<file path="config.mk">
export PLATFORM = sky130hd
export DESIGN_NAME = ddr_tx_gearbox
export DESIGN_NICKNAME = d
export VERILOG_FILES = /design/src/rtl/ddr_tx_gearbox.sv
export SDC_FILE = /design/constraint.sdc
export NUM_CORES = 1
export LEC_CHECK = 0
export ABC_AREA = 1
export BUFFER_PORTS_ARGS = -buffer_cell sky130_fd_sc_hd__buf_2
export CAP_MARGIN = 20
export CORE_ASPECT_RATIO = 0.8
export CORE_MARGIN = 1
export CORE_UTILIZATION = 25
export DETAILED_ROUTE_END_ITERATION = 7
export PLACE_DENSITY = 0.46
export SLEW_MARGIN = 20
export SYNTH_ARGS = -nofsm -noshare
export SYNTH_HDL_FRONTEND = slang
export SYNTH_SLANG_ARGS = --single-unit
</file>
<file path="constraint.sdc">
create_clock -name SCLK -period 3.5 [get_ports SCLK]
set_input_delay 0.525 -clock SCLK [delete_from_list [all_inputs] [get_ports SCLK]]
set_output_delay 0.525 -clock SCLK [all_outputs]
set_load 0.03 [all_outputs]
</file>
<file path="src/rtl/ddr_tx_gearbox.sv">
// Word-to-bit-pair gearbox feeding the D0/D1 inputs of an ODDRX1F.
// MSB-first: each word becomes WORD_WIDTH/2 consecutive pairs, back-to-back words are seamless.
module ddr_tx_gearbox #(
  parameter int   WORD_WIDTH = 8,
  parameter logic IDLE_LEVEL = 1'b1
) (
  input  logic                  SCLK,
  input  logic                  RST,
  input  logic [WORD_WIDTH-1:0] in_data,
  input  logic                  in_valid,
  output logic                  in_ready,
  output logic                  D0,
  output logic                  D1,
  output logic                  oe,
  output logic                  busy,
  output logic                  burst_end
);

  localparam int N      = WORD_WIDTH / 2;
  localparam int BEAT_W = (N > 1) ? $clog2(N) : 1;
  localparam logic [BEAT_W-1:0] LAST_BEAT = BEAT_W'(N - 1);

  typedef enum logic {IDLE, SHIFT} state_t;

  state_t                  state, state_nxt;
  logic [BEAT_W-1:0]       beat, beat_nxt;
  logic [WORD_WIDTH-1:0]   sreg_p0, sreg_nxt;
  logic                    d0_p1, d1_p1, oe_p1;
  logic                    d0_nxt, d1_nxt, oe_nxt;
  logic                    rst_hold;
  logic                    load;

  // rst_hold keeps in_ready low for the cycle following any reset edge.
  always_ff @(posedge SCLK) begin
    if (RST) begin
      state    <= IDLE;
      beat     <= '0;
      sreg_p0  <= '0;
      d0_p1    <= IDLE_LEVEL;
      d1_p1    <= IDLE_LEVEL;
      oe_p1    <= 1'b0;
      rst_hold <= 1'b1;
    end else begin
      state    <= state_nxt;
      beat     <= beat_nxt;
      sreg_p0  <= sreg_nxt;
      d0_p1    <= d0_nxt;
      d1_p1    <= d1_nxt;
      oe_p1    <= oe_nxt;
      rst_hold <= 1'b0;
    end
  end

  always_comb begin
    state_nxt = state;
    beat_nxt  = beat;
    sreg_nxt  = sreg_p0;
    d0_nxt    = d0_p1;
    d1_nxt    = d1_p1;
    oe_nxt    = oe_p1;
    in_ready  = 1'b0;
    burst_end = 1'b0;
    load      = 1'b0;

    unique case (state)
      IDLE: begin
        in_ready = ~rst_hold;
        load     = ~rst_hold & in_valid;
      end
      SHIFT: begin
        if (beat == LAST_BEAT) begin
          in_ready = 1'b1;
          if (in_valid) begin
            load = 1'b1;
          end else begin
            burst_end = 1'b1;
            state_nxt = IDLE;
            beat_nxt  = '0;
            d0_nxt    = IDLE_LEVEL;
            d1_nxt    = IDLE_LEVEL;
            oe_nxt    = 1'b0;
          end
        end else begin
          // sreg_p0 still holds the current pair in its top two bits.
          sreg_nxt = sreg_p0 << 2;
          d0_nxt   = sreg_p0[WORD_WIDTH-3];
          d1_nxt   = sreg_p0[WORD_WIDTH-4];
          beat_nxt = beat + BEAT_W'(1);
        end
      end
      default: begin
        state_nxt = IDLE;
      end
    endcase

    if (load) begin
      state_nxt = SHIFT;
      beat_nxt  = '0;
      sreg_nxt  = in_data;
      d0_nxt    = in_data[WORD_WIDTH-1];
      d1_nxt    = in_data[WORD_WIDTH-2];
      oe_nxt    = 1'b1;
    end
  end

  assign D0   = d0_p1;
  assign D1   = d1_p1;
  assign oe   = oe_p1;
  assign busy = (state == SHIFT);

endmodule

</file>
==> flow_summary_export.csv <==
group,metric,value,unit
worst_hold_path,min_to,"rst_hold",
power_and_ir_drop,swShare,29.36,%
synthesis,yosysWarnings,0,
global_route,grt_pass1_wl,2.083,mm
timing,finalHoldViolCount,0,
route,routed_wl,1.278,mm
timing,fin_crit,1.927,ns
setup_path,arrival,1.40,ns
setup_path,crit_fanout,8,
clock_network,cts_root_buffer,"clkbuf_4",
global_route,grt_max_degree,10,
global_route,antenna_found_initial,0,
final_layout,drive_gt1_share,28.30,%
synthesis,synth_seq_cells,13,
synthesis,ys_seq_area_share,42.02,%
clock_network,path_clk_slew,0.07,ns
floorplanning,fp.dieW,57.65,um
route,wire_per_inst,9.756,um
timing,skew,0.003814,ns
synthesis,synth_nets,98,
clock_network,cts_resized,0,
worst_hold_path,whs_path_depth,1,
route,first_iter_violations,25,
place,place.port_buffers,16,
flow_run,drv_cap,0,
clock_network,cts.sinks,13,
route,dr.pass1.iters,6,
power_and_ir_drop,power,0.0003153,W
setup_path,r2r-end,"D0",
status,status,"finished, violations left",
worst_hold_path,min_from,"RST",
power_and_ir_drop,intPower,0.0002227,W
timing,slew_violations,0,
power_and_ir_drop,ir_drop,0.1822,mV
floorplanning,dieArea,2682,um^2
floorplanning,core_area,2252,um^2
place,place_congestion,0.7389,
setup_path,cp-end-kind,"primary output",
clock_network,cts_buffers,3,
power_and_ir_drop,p_clk_share,29.0,%
synthesis,syn_inst,86,
clock_network,worstSkewPairLatency,0.27,ns
clock_network,cts_tree,"built",
power_and_ir_drop,seqPwrFrac,51.5,%
clock_network,htreeDepth,1,
timing,rsz0062_at_grt,"false",
global_route,gr-usage-met3,5.899,%
setup_path,crit_required,2.97,ns
synthesis,netlist_area,619.3,um^2
timing,tightest_slew,0.2385,ns
floorplanning,start_util,27.50,%
global_route,top_usage_layer,"met2",
floorplanning,dieHeight,46.52,um
route,drc,2,
route,via_per_inst,4.443,
clock_network,hold_buffers,0,
route,via_count,582,
synthesis,yosysUniqueCellTypes,18,
power_and_ir_drop,power.share.combinational,19.5,%
setup_path,setup.worst_path.start_class,"register",
power_and_ir_drop,p_per_area,416.5,nW/um^2
setup_path,reg2reg_slack,2.19,ns
final_layout,layout.nets,119,
route,final_antenna_net_count,0,
timing,setup_violations,0,
global_route,grt_use_total,10.90,%
timing,post-route-period-util,55.06,%
status,violations,"DRC",
clock_network,post_cts_buffers,0,
setup_path,ff2ff_path_depth,8,
final_layout,diodes,0,
place,hpwl,1.040,mm
final_layout,syn_to_final_growth,22.22,%
clock_network,cts_buffer_depth,2,
setup_path,rr_startpoint,"beat[0]",
timing,fmax,518.9,MHz
timing,fin_tns_setup,0,ns
floorplanning,rows,15,
timing,slew_headroom,84.08,%
global_route,first_global_vias,489,
synthesis,syn_area_per_cell,7.202,um^2
final_layout,num-fill-cells,252,
global_route,overflow,0,
worst_hold_path,hp-class,"in -> reg",
timing,hold_ws,0.4338,ns
setup_path,crit_type,"reg -> out",
floorplanning,pin_count,17,
global_route,grtUsageMet2,16.51,%
global_route,met1_usage,13.07,%
power_and_ir_drop,leakage,0.3766,nW
power_and_ir_drop,switchingPower,0.00009258,W
[how the worst max path moves through the flow]
stage	slack, ns	end	from	cells after the start
after detailed placement	1.85	burst_end	in_valid	5
after CTS	1.54	in_ready	beat[0]	6
after global routing	1.46	in_ready	beat[0]	6
after floorplan	1.86	burst_end	busy	2
final	1.57	in_ready	beat[0]	6
after global placement	1.87	in_ready	beat[0]	6
[layout make-up]
type | instances | area, um^2 | share of cell area, %
Clock buffer | 4 | 26.28 | 3.471
Inverter | 15 | 56.30 | 7.438
Multi-Input combinational cell | 58 | 302.8 | 40.00
Sequential cell | 13 | 260.3 | 34.38
Tap cell | 25 | 31.28 | 4.132
Timing Repair Buffer | 16 | 80.08 | 10.58
[routing by layer]
metal	vias to the layer above	part of all wire, %
met5	-	0
met4	0	1.3
met3	5	11
met2	18	40
met1	246	48
li1	313	-
[registers in the layout (all words and copies together), names as in the netlist]
| name | cells |
|---|---|
| beat | 2 |
| rst_hold | 1 |
| oe | 1 |
| sreg_p0 | 6 |
| D0 | 1 |
| D1 | 1 |
| busy | 1 |
[through the flow]
stage                     instances  utilization, %  setup WS (ns)  instance area [um^2]
after global routing            131           33.61          1.463                 757.0
final                           131           33.61          1.573                 757.0
after detailed placement        127           32.44          1.855                 730.7
after floorplan                  86               -          1.859                 619.3
after CTS                       131           33.61          1.543                 757.0
after global placement          127           32.44          1.871                 730.7
[cells in the final DEF (no fill, tap or decap)]
master / n
a21oi_2: 1
inv_2: 4
clkbuf_1: 1
or2_1: 1
nand2_2: 2
inv_1: 9
nor3_2: 1
nand3_4: 1
nor2_1: 6
nand2_1: 24
dfxtp_1: 13
clkinv_1: 2
o21ai_0: 1
clkbuf_4: 3
o21ai_1: 5
nand2_4: 2
nand3_1: 6
buf_2: 16
a21oi_1: 3
ha_1: 1
nand4_1: 4
[power by group through the flow]
stage / Clock (W) / Sequential, W / Combinational [W]
CTS: 0.0000974 / 0.000163 / 0.0000626
floorplan: 0 / 0.000173 / 0.0000356
detailed placement: 0 / 0.000166 / 0.0000624
global placement: 0 / 0.000166 / 0.0000623
finish: 0.0000914 / 0.000163 / 0.0000614
global route: 0.000105 / 0.000163 / 0.0000692
[synth_stat cells]
cell type	number	area (um^2)
o21ai_1	5	25.02
clkinv_1	2	7.510
ha_1	1	12.51
inv_1	9	33.78
nand3_4	1	17.52
a21oi_1	3	15.01
nand2_4	2	22.52
nand3_1	6	30.03
nand4_1	4	25.02
or2_1	1	6.260
nand2_2	2	12.51
dfxtp_1	13	260.3
a21oi_2	1	8.760
nor2_1	6	22.52
nor3_2	1	10.01
nand2_1	24	90.09
o21ai_0	1	5.000
inv_2	4	15.01
[cell families (layout without fill, tap and decap cells)]
kind of cell	Yosys count	in the layout	synth area share (%)
compound gates	10	10	8.685
fa+ha+maj	1	1	2.020
buf+inv	15	35	9.090
flops	13	13	42.02
simple gates	47	47	38.18
[critical path, cell delays in order, from the launching register on]
cell and delay [ns]:
dfxtp_1 0.36, ha_1 0.25, inv_2 0.06, nand2_2 0.16
nand2_1 0.07, inv_1 0.05, buf_2 0.18
(Power assumes the default switching activity.)
